## src/rtl/sipo_frame_ctrl.sv

```systemverilog
// sipo_frame_ctrl: start/data/stop sequencer driving an external SIPO shift register,
// with a single-entry valid/ready output buffer. Define SIPO_PARITY_EN for an even-parity bit.
module sipo_frame_ctrl #(
    parameter int DATA_W  = 8,
    parameter int BIT_DIV = 4
) (
    input  logic              clk,
    input  logic              rst_n,
    input  logic              i_serial_in,
    input  logic [DATA_W-1:0] i_par_in,
    output logic              o_shift_en,
    output logic [DATA_W-1:0] o_out_data,
    output logic              o_out_valid,
    input  logic              i_out_ready,
    output logic              o_frame_err,
    output logic              o_overrun,
    output logic              o_busy
);
    localparam int HALF   = (BIT_DIV - 1) / 2;
    localparam int TMR_W  = (BIT_DIV > 1) ? $clog2(BIT_DIV) : 1;
    localparam int BCNT_W = (DATA_W > 1) ? $clog2(DATA_W) : 1;

    localparam logic [TMR_W-1:0]  TMR_HALF  = TMR_W'(HALF);
    localparam logic [TMR_W-1:0]  TMR_LAST  = TMR_W'(BIT_DIV - 1);
    localparam logic [BCNT_W-1:0] BCNT_LAST = BCNT_W'(DATA_W - 1);

    localparam logic [2:0] S_IDLE   = 3'd0;
    localparam logic [2:0] S_START  = 3'd1;
    localparam logic [2:0] S_DATA   = 3'd2;
    localparam logic [2:0] S_STOP   = 3'd4;
`ifdef SIPO_PARITY_EN
    localparam logic [2:0] S_PARITY = 3'd3;
`endif

    logic [2:0]        r_state;
    logic [TMR_W-1:0]  r_tmr;
    logic [BCNT_W-1:0] r_bcnt;
    logic              r_shift_en;
    logic [DATA_W-1:0] r_out_data;
    logic              r_out_valid;
    logic              r_frame_err;
    logic              r_overrun;
    logic              r_busy;

    logic [2:0]        w_state_nx;
    logic [TMR_W-1:0]  w_tmr_nx;
    logic [BCNT_W-1:0] w_bcnt_nx;
    logic              w_shift;
    logic              w_ferr;
    logic              w_load;
    logic              w_ovr;
    logic              w_buf_free;
    logic              w_stop_armed;

`ifdef SIPO_PARITY_EN
    logic r_par;
    logic r_perr;
    logic w_par_nx;
    logic w_perr_nx;

    // A frame already rejected on parity must not be judged again at its stop bit.
    assign w_stop_armed = ~r_perr;
`else
    assign w_stop_armed = 1'b1;
`endif

    // A consumer draining the buffer on the stop-sample cycle frees it for the new word.
    assign w_buf_free = ~r_out_valid | i_out_ready;

    // NOTE: every signal gets a default before the case so no path leaves it unassigned and no latch is inferred.
    always_comb begin
        w_state_nx = r_state;
        w_tmr_nx   = (r_tmr == TMR_LAST) ? '0 : r_tmr + TMR_W'(1);
        w_bcnt_nx  = r_bcnt;
        w_shift    = 1'b0;
        w_ferr     = 1'b0;
        w_load     = 1'b0;
        w_ovr      = 1'b0;
`ifdef SIPO_PARITY_EN
        w_par_nx   = r_par;
        w_perr_nx  = r_perr;
`endif
        case (r_state)
            S_IDLE: begin
                w_tmr_nx  = '0;
                w_bcnt_nx = '0;
                if (!i_serial_in) begin
                    w_state_nx = S_START;
`ifdef SIPO_PARITY_EN
                    w_par_nx   = 1'b0;
                    w_perr_nx  = 1'b0;
`endif
                end
            end
            S_START: begin
                if (r_tmr == TMR_HALF && i_serial_in) begin
                    w_state_nx = S_IDLE;
                    w_tmr_nx   = '0;
                end else if (r_tmr == TMR_LAST) begin
                    w_state_nx = S_DATA;
                    w_bcnt_nx  = '0;
                end
            end
            S_DATA: begin
                if (r_tmr == TMR_HALF) begin
                    w_shift  = 1'b1;
`ifdef SIPO_PARITY_EN
                    w_par_nx = r_par ^ i_serial_in;
`endif
                end
                if (r_tmr == TMR_LAST) begin
                    if (r_bcnt == BCNT_LAST) begin
                        w_bcnt_nx  = '0;
`ifdef SIPO_PARITY_EN
                        w_state_nx = S_PARITY;
`else
                        w_state_nx = S_STOP;
`endif
                    end else begin
                        w_bcnt_nx = r_bcnt + BCNT_W'(1);
                    end
                end
            end
`ifdef SIPO_PARITY_EN
            S_PARITY: begin
                if (r_tmr == TMR_HALF && (r_par ^ i_serial_in)) begin
                    w_ferr    = 1'b1;
                    w_perr_nx = 1'b1;
                end
                if (r_tmr == TMR_LAST) begin
                    w_state_nx = S_STOP;
                end
            end
`endif
            S_STOP: begin
                // Leave right after the mid-bit sample so a back-to-back start edge is not missed.
                if (r_tmr == TMR_HALF) begin
                    w_state_nx = S_IDLE;
                    w_tmr_nx   = '0;
                    if (w_stop_armed) begin
                        if (!i_serial_in) begin
                            w_ferr = 1'b1;
                        end else if (w_buf_free) begin
                            w_load = 1'b1;
                        end else begin
                            w_ovr = 1'b1;
                        end
                    end
                end
            end
            default: begin
                w_state_nx = S_IDLE;
                w_tmr_nx   = '0;
                w_bcnt_nx  = '0;
            end
        endcase
    end

    // NOTE: sequential state uses non-blocking assignments so every register samples pre-edge values.
    always_ff @(posedge clk) begin
        if (!rst_n) begin
            r_state     <= S_IDLE;
            r_tmr       <= '0;
            r_bcnt      <= '0;
            r_shift_en  <= 1'b0;
            // NOTE: the buffered word is cleared on reset so the data output reads zero, not stale content.
            r_out_data  <= '0;
            r_out_valid <= 1'b0;
            r_frame_err <= 1'b0;
            r_overrun   <= 1'b0;
            r_busy      <= 1'b0;
`ifdef SIPO_PARITY_EN
            r_par       <= 1'b0;
            r_perr      <= 1'b0;
`endif
        end else begin
            r_state     <= w_state_nx;
            r_tmr       <= w_tmr_nx;
            r_bcnt      <= w_bcnt_nx;
            r_shift_en  <= w_shift;
            r_frame_err <= w_ferr;
            r_overrun   <= w_ovr;
            r_busy      <= (w_state_nx != S_IDLE);
`ifdef SIPO_PARITY_EN
            r_par       <= w_par_nx;
            r_perr      <= w_perr_nx;
`endif
            if (w_load) begin
                r_out_data  <= i_par_in;
                r_out_valid <= 1'b1;
            end else if (r_out_valid && i_out_ready) begin
                r_out_valid <= 1'b0;
            end
        end
    end

    assign o_shift_en  = r_shift_en;
    assign o_out_data  = r_out_data;
    assign o_out_valid = r_out_valid;
    assign o_frame_err = r_frame_err;
    assign o_overrun   = r_overrun;
    assign o_busy      = r_busy;

endmodule

```

## config.mk

```make
export PLATFORM = sky130hd
export DESIGN_NAME = sipo_frame_ctrl
export DESIGN_NICKNAME = d
export VERILOG_FILES = /design/src/rtl/sipo_frame_ctrl.sv
export SDC_FILE = /design/constraint.sdc
export NUM_CORES = 1
export LEC_CHECK = 0
export CORE_MARGIN = 4
export CORE_UTILIZATION = 35
export DETAILED_ROUTE_END_ITERATION = 10
export GPL_ROUTABILITY_DRIVEN = 0
export PLACE_DENSITY = 0.71
export SYNTH_ARGS = -nofsm -noshare
export SYNTH_HDL_FRONTEND = slang
export SYNTH_SLANG_ARGS = --single-unit
```

## constraint.sdc

```tcl
create_clock -name clk -period 4 [get_ports clk]
set_clock_uncertainty 0.15 [all_clocks]
set_input_delay 1 -clock clk [delete_from_list [all_inputs] [get_ports clk]]
set_output_delay 1 -clock clk [all_outputs]
set_load 0.03 [all_outputs]
```

==> impl_metrics.ini, run 1 <==
[setup_path]
slowest_delay_ns = 0.67
path_cells = clkdlybuf4s50_1
crit_type = flip-flop to output pin
r2r_slack_ns = 1.99
crit_fanout = 2
arrival_ns = 1.32
crit_family = buffers and inverters
cp-start-kind = flip-flop
endpoint_kind = output pin
slowest_stage = clkdlybuf4s50_1
path_buf_inv = 1
cp.required_ns = 2.85

[clock_tree]
cts-resized-gates = 0
clk-insertion-delay-late_ns = 0.29
cts_tree = done
path_clk_slew_ns = 0.12
clockRootBuffer = clkbuf_4
ctsLongestPathBuffers = 2
cts_buffers = 3
htree_num_levels = 1
post_cts_buffers = 0
cts.sinks = 21
hold_buffers = 0

[grt]
grt_pass1_wl_um = 3056
grt_pass1_vias = 714
grt_usage_pct = 10.80
antenna_found_initial = 0
grt_max_degree = 21
grt.overflow.total = 0

[detailed_routing]
post_drt_wl_per_cell_um = 11.86
drt-initial-drc-count = 14
wirelength_um = 1838
drcViolationCount = 0
firstDrtPassIters = 4
avgViaCountPerCell = 4.890
vias = 758
ant_nets = 0

[finish]
final_common_cell = clkdlybuf4s50_1
nFillCells = 246
nets = 143
drive_above_1_share_pct = 5.600
utilization_pct = 48.87
design_area_um2 = 1244
diodes = 0
layout_common_cells = clkdlybuf4s50_1, dfxtp_1, mux2i_1, nor2b_1, nor2_1
area_growth_pct = 29.76
fin_cells = 155

[floorplanning]
die_y_um = 60.33
fp-row-count = 18
start_util_pct = 37.66
dieArea_um2 = 3640
core_area_um2 = 2545
io_pins = 25
die_w_um = 60.33

[placed_design]
placed_cell_area_um2 = 1216
hpwlAfterDp_um = 1438
dp_cells = 151
port_buffers = 24

[timing]
tns_ns = 0
hold_viol = 0
max_freq_mhz = 404.7
worstMarginPinSlew_ns = 0.5718
period_share_pct = 61.77
fin_crit_ns = 2.471
setup_viol = 0
slew_headroom_pct = 61.76
maxSlewViolCount = 0
rsz0062_at_grt = no
timing.hold.ws_ns = 0.3309

[synth]
synth_cells = 102
syn-cell-area_um2 = 958.4
seq_area_frac_synth_pct = 43.86
synth_seq_cells = 21
synth.distinct_cells = 24
syn_area_per_cell_um2 = 9.396
ys_warn_count = 0
syn_nets = 119

[job]
cap_viol_max_count = 0

[status]
status = completed

[power_and_ir_drop]
powerDensity_nw_per_um2 = 276.0
ir_worst_vdd_v = 0.0001375
p_leak_nw = 0.4542

[min_path]
hold_path_class = flip-flop to flip-flop
-- power breakdown --
part	leakage [nW]	switching [W]	internal (W)
clock	0.0177	0.0000631	0.0000371
sequential	0.170	0.00000304	0.000211
combinational	0.267	0.0000121	0.0000165
-- stage by stage --
stage          total power, W  worst slack (ns)
3_5_place_dp        0.0002478             1.221
6_report            0.0003432             1.529
4_1_cts             0.0003511             1.511
2_1_floorplan       0.0002330             1.946
5_1_grt             0.0003610             1.432
3_3_place_gp        0.0002479             1.271
-- metal layers --
metal  share of wire [%]  wire length [um]  GRT usage, %
met5                   0                 0             0
met4                0.54                10         2.848
met2                  46               842         19.60
met3                 9.8               181         3.191
met1                  44               804         12.29
-- worst paths after layout --
kind | start | end | depth (start not counted)
max | o_out_data[1] | o_out_data[1] | 1
min | r_bcnt[1] | r_bcnt[1] | 2
min reg2reg | r_bcnt[1] | r_bcnt[1] | 2
max reg2reg | r_state[2] | o_out_data[4] | 4
-- sequential cells by signal, indices dropped and copies added, names as in the netlist --
register	cells
r_bcnt	3
o_overrun	1
r_state	3
o_frame_err	1
o_out_data	8
o_out_valid	1
r_tmr	2
o_busy	1
o_shift_en	1
-- Yosys cell counts --
cell type  instances  area (um2)
a21oi_1            5       25.02
a31oi_1            2       12.51
a41oi_1            1       8.760
and3_1             2       12.51
and4b_1            2       20.02
buf_2              1       5.000
clkbuf_1           4       15.01
dfxtp_1           21       420.4
ha_1               5       62.56
inv_1              3       11.26
mux2i_1           11       110.1
nand2_1            8       30.03
nand3_1            3       15.01
nand3b_1           1       7.510
nand4b_1           1       8.760
nor2_1             9       33.78
nor2b_1            9       56.30
nor3_1             1       5.000
nor3_4             1       16.27
nor3b_1            3       22.52
o21a_1             2       15.01
o21ai_0            5       25.02
or3b_2             1       8.760
or3b_4             1       11.26
-- cells by family after synthesis --
kind of cell / synth area share (%)
flops: 43.86
simple gates: 25.85
buf+inv: 3.263
fa+ha+maj: 6.527
mux: 11.49
compound gates: 9.006
-- final cells by class --
type | instances | area (um2) | share of cell area [%]
tap | 30 | 37.54 | 3.018
inverter | 3 | 11.26 | 0.9054
timing repair buffer | 24 | 240.2 | 19.32
clock buffer | 3 | 22.52 | 1.811
multi-input combinational | 73 | 506.7 | 40.74
sequential | 21 | 420.4 | 33.80
clock inverter | 1 | 5.005 | 0.4024
Note: power is estimated with default switching activity, not from simulation.
==> run 2: changes to the inputs <==
==> constraint.sdc (replaced) <==
create_clock -name clk -period 2.3 [get_ports clk]
set_clock_uncertainty 0.15 [all_clocks]
set_input_delay 0.575 -clock clk [delete_from_list [all_inputs] [get_ports clk]]
set_output_delay 0.575 -clock clk [all_outputs]
set_load 0.03 [all_outputs]
==> impl_metrics.ini, run 2 (synthesis results as in run 1) <==
[status]
status = completed

[clock_tree]
cts_buffers = 3
path_clk_slew_ns = 0.12
cts-resized-gates = 0
cts.sinks = 21
hold_buffers = 0
clockRootBuffer = clkbuf_4
clk-insertion-delay-late_ns = 0.30
ctsLongestPathBuffers = 2
cts_tree = done
htree_num_levels = 1
post_cts_buffers = 0

[detailed_routing]
drt-initial-drc-count = 17
dr.max_layer_used = met4
avgViaCountPerCell = 4.987
m1WireLength_um = 851
wl_met3_um = 186
firstDrtPassIters = 4
post_drt_wl_per_cell_um = 11.97
wirelength_um = 1904
ant_nets = 0
drcViolationCount = 0
vias = 793
routed-wl-met2_um = 854

[finish]
drive_above_1_share_pct = 8.527
largest_reg_flops = 8
layout_common_cells = clkdlybuf4s50_1, dfxtp_1, mux2i_1, nor2b_1, nor2_1
diodes = 0
utilization_pct = 50.54
area_growth_pct = 34.20
final_common_cell = clkdlybuf4s50_1
multi_input_area_um2 = 506.7
nFillCells = 246
nets = 147
register_area_um2 = 420.4

[timing]
worstMarginPinSlew_ns = 0.3868
slew_headroom_pct = 73.94
rsz0062_at_grt = no
hold_viol = 0
maxSlewViolCount = 0
max_freq_mhz = 487.4
tns_ns = 0
setup_viol = 0
fin_crit_ns = 2.052
layout_setup_ws_ns = 0.2482
period_share_pct = 89.21

[grt]
grt_pass1_vias = 793
antenna_found_initial = 0
grt_max_degree = 13
grt_pass1_wl_um = 3243
grt_usage_pct = 11.56
grt.overflow.total = 0

[job]
cap_viol_max_count = 0

[floorplanning]
start_util_pct = 37.66
die_y_um = 60.33
io_pins = 25
core_area_um2 = 2545
die_w_um = 60.33
dieArea_um2 = 3640
fp-row-count = 18

[setup_path]
critPathLaunch = o_out_data[0]
cp.required_ns = 1.57
endpoint_kind = output pin
crit_family = buffers and inverters
arrival_ns = 1.33
slowest_delay_ns = 0.67
path_buf_inv = 1
cp-start-kind = flip-flop
r2r-start = r_state[2]
crit_fanout = 2
r2r_slack_ns = 0.41
slowest_stage = clkdlybuf4s50_1
crit_type = flip-flop to output pin
path_cells = clkdlybuf4s50_1

[placed_design]
dpl_worst_slack_ns = 0.1373
port_buffers = 24
hpwlAfterDp_um = 1510

[power_and_ir_drop]
p_leak_nw = 0.4765
powerDensity_nw_per_um2 = 468.5
power.total_w = 0.0006026
ir_worst_vdd_v = 0.0002432

[min_path]
hold_path_class = flip-flop to flip-flop
hp-start = r_bcnt[2]
==> run 2: final timing paths <==
| check | to | depth (start not counted) |
|---|---|---|
| setup / recovery | o_out_data[0] | 1 |
| hold / removal | r_bcnt[2] | 2 |
| setup reg to reg | o_out_data[4] | 5 |
| hold reg to reg | r_bcnt[2] | 2 |
==> run 2: final cells by class <==
cell class | count | share of cell area (%)
tap | 30 | 2.918
clock inverter | 1 | 0.3891
sequential | 21 | 32.68
inverter | 3 | 0.8755
timing repair buffer | 28 | 21.98
multi-input combinational | 73 | 39.40
clock buffer | 3 | 1.751
==> run 2: stage by stage <==
step           cell area (um2)  hold slack, ns  cells
2_1_floorplan            958.4          0.2885    102
3_3_place_gp              1259          0.2980    155
3_5_place_dp              1259          0.3099    155
4_1_cts                   1286          0.3274    159
5_1_grt                   1286          0.3640    159
6_report                  1286          0.3212    159
==> run 2: worst reg2reg max path, stage by stage (launching register included) <==
cell	delay (ns)
dfxtp_1	0.55
or3b_4	0.47
nor3_4	0.23
buf_12	0.15
mux2i_1	0.20
nor2b_1	0.06
==> run 2: per-layer routing <==
layer / up-vias / global-route usage (%)
met5: - / 0
met4: 0 / 3.797
met3: 2 / 3.191
met2: 26 / 20.52
met1: 360 / 13.36
li1: 405 / -
==> run 2: power by group <==
group          internal, W  leakage [nW]  switching, W
clock network    0.0000648        0.0177      0.000110
logic            0.0000322         0.289     0.0000222
registers         0.000368         0.170    0.00000560
==> run 3: changes to the inputs <==
--- a/config.mk
+++ b/config.mk
@@ -9,7 +9,7 @@
 export CORE_UTILIZATION = 35
 export DETAILED_ROUTE_END_ITERATION = 10
 export GPL_ROUTABILITY_DRIVEN = 0
-export PLACE_DENSITY = 0.71
+export PLACE_DENSITY = 0.73
 export SYNTH_ARGS = -nofsm -noshare
 export SYNTH_HDL_FRONTEND = slang
 export SYNTH_SLANG_ARGS = --single-unit
==> constraint.sdc (replaced) <==
create_clock -name clk -period 1.8 [get_ports clk]
set_clock_uncertainty 0.15 [all_clocks]
set_input_delay 0.45 -clock clk [delete_from_list [all_inputs] [get_ports clk]]
set_output_delay 0.45 -clock clk [all_outputs]
set_load 0.03 [all_outputs]
==> impl_metrics.ini, run 3 (synthesis results as in run 1) <==
[power_and_ir_drop]
seqPwrFrac_pct = 60.5
p_comb_share_pct = 10.1
p_sw_w = 0.0001813
internal-power_w = 0.0006019
power.total_w = 0.0007833
p_leak_nw = 0.5705
powerDensity_nw_per_um2 = 592.8
swShare_pct = 23.15
pwr-share-clk_pct = 29.5
ir_worst_vdd_v = 0.0004148

[setup_path]
cp.required_ns = 1.89
path_cells = inv_1 > ha_1 > nand2_1 > buf_4 > nand2_1 > a31oi_1 > buf_4 > mux2i_1
crit_fanout = 4
r2r_slack_ns = 0.11
crit_type = flip-flop to flip-flop
slowest_delay_ns = 0.38
cp-start-kind = flip-flop
endpoint_kind = flip-flop
slowest_stage = dfxtp_1
arrival_ns = 1.78

[min_path]
hold_path_class = flip-flop to flip-flop

[floorplanning]
io_pins = 25
dieArea_um2 = 3640
die_y_um = 60.33
die_w_um = 60.33
fp-row-count = 18
core_area_um2 = 2545
start_util_pct = 37.66

[detailed_routing]
drt-initial-drc-count = 31
post_drt_wl_per_cell_um = 13.05
wirelength_um = 2166
drcViolationCount = 0
firstDrtPassIters = 4
vias = 853
avgViaCountPerCell = 5.139
ant_nets = 0

[finish]
nFillCells = 256
final_common_cell = dfxtp_1
area_growth_pct = 37.86
nets = 154
multi_input_area_um2 = 506.7
largest_reg_flops = 8
layout_common_cells = dfxtp_1, dlygate4sd2_1, mux2i_1, clkdlybuf4s50_1, buf_4
drive_above_1_share_pct = 12.50
register_area_um2 = 420.4
diodes = 0

[timing]
worstMarginPinSlew_ns = 0.4846
tns_ns = 0
period_share_pct = 94.05
hold_viol = 0
maxSlewViolCount = 0
layout_setup_ws_ns = 0.1070
fin_crit_ns = 1.693
max_freq_mhz = 590.7
rsz0062_at_grt = no
timing.hold.ws_ns = 0.3406
setup_viol = 0
slew_headroom_pct = 67.35

[clock_tree]
clockRootBuffer = clkbuf_4
ctsLongestPathBuffers = 2
cts.sinks = 21
clk-insertion-delay-late_ns = 0.31
cts_tree = done
path_clk_slew_ns = 0.11
post_cts_buffers = 0
cts_buffers = 3
hold_buffers = 0
htree_num_levels = 1

[grt]
grt.overflow.total = 0
grt_max_degree = 12
grt_usage_pct = 13.41
grt_pass1_vias = 806
grt_pass1_wl_um = 3581
antenna_found_initial = 0

[status]
status = completed

[placed_design]
dpl_worst_slack_ns = -0.1692
hpwlAfterDp_um = 1693
port_buffers = 24

[job]
cap_viol_max_count = 0
run 3: per-layer routing:
| metal | share of wire (%) | GRT usage [%] | vias up |
|---|---|---|---|
| met5 | 0 | 0 | - |
| met4 | 2.0 | 6.646 | 0 |
| met3 | 8.0 | 3.617 | 4 |
| met2 | 48 | 22.99 | 26 |
| met1 | 42 | 15.32 | 403 |
| li1 | - | - | 420 |
run 3: metrics by stage:
step | instances | utilization (%) | cell area, um2
after floorplan | 102 | - | 958.4
after global placement | 162 | 51.52 | 1311
after detailed placement | 162 | 51.52 | 1311
after CTS | 166 | 51.92 | 1321
after global routing | 166 | 51.92 | 1321
final | 166 | 51.92 | 1321
run 3: final timing paths:
path / startpoint / end / cells after the start
worst max-delay path: r_tmr[1] / r_bcnt[2] / 8
worst min-delay path: r_bcnt[1] / r_bcnt[1] / 2
worst min register to register: r_bcnt[1] / r_bcnt[1] / 2
worst max register to register: r_tmr[1] / r_bcnt[2] / 8
run 3: timing repair:
| item | CTS | global route |
|---|---|---|
| endpoints found under the hold margin | 0 | 0 |
| pin swaps | 0 | 1 |
| endpoints found under the setup margin | 13 | 1 |
| cloned | 0 | 0 |
| gates resized for setup | 13 | 0 |
run 3: power by group through the flow:
stage          clock network (W)   logic, W  registers [W]
6_report                0.000231  0.0000789       0.000474
5_1_grt                 0.000254  0.0000867       0.000475
4_1_cts                 0.000239  0.0000796       0.000474
3_5_place_dp                   0  0.0000803       0.000484
3_3_place_gp                   0  0.0000780       0.000484
2_1_floorplan                  0  0.0000315       0.000486
run 3: worst max-delay path: cells and delay by family, from the launching register on:
kind                     cells  cell delay, ns
flip-flops                   1            0.38
buffers and inverters        3            0.36
multiplexers                 1            0.20
adder cells (fa/ha/maj)      1            0.18
AND/OR/NAND/NOR              2            0.18
AO/OA/AOI/OAI                1            0.17
run 3: final cells by class:
| type | instances | share of cell area (%) |
|---|---|---|
| multi-input combinational | 73 | 38.35 |
| clock buffer | 4 | 1.989 |
| tap | 30 | 2.841 |
| sequential | 21 | 31.82 |
| inverter | 3 | 0.8523 |
| timing repair buffer | 35 | 24.15 |
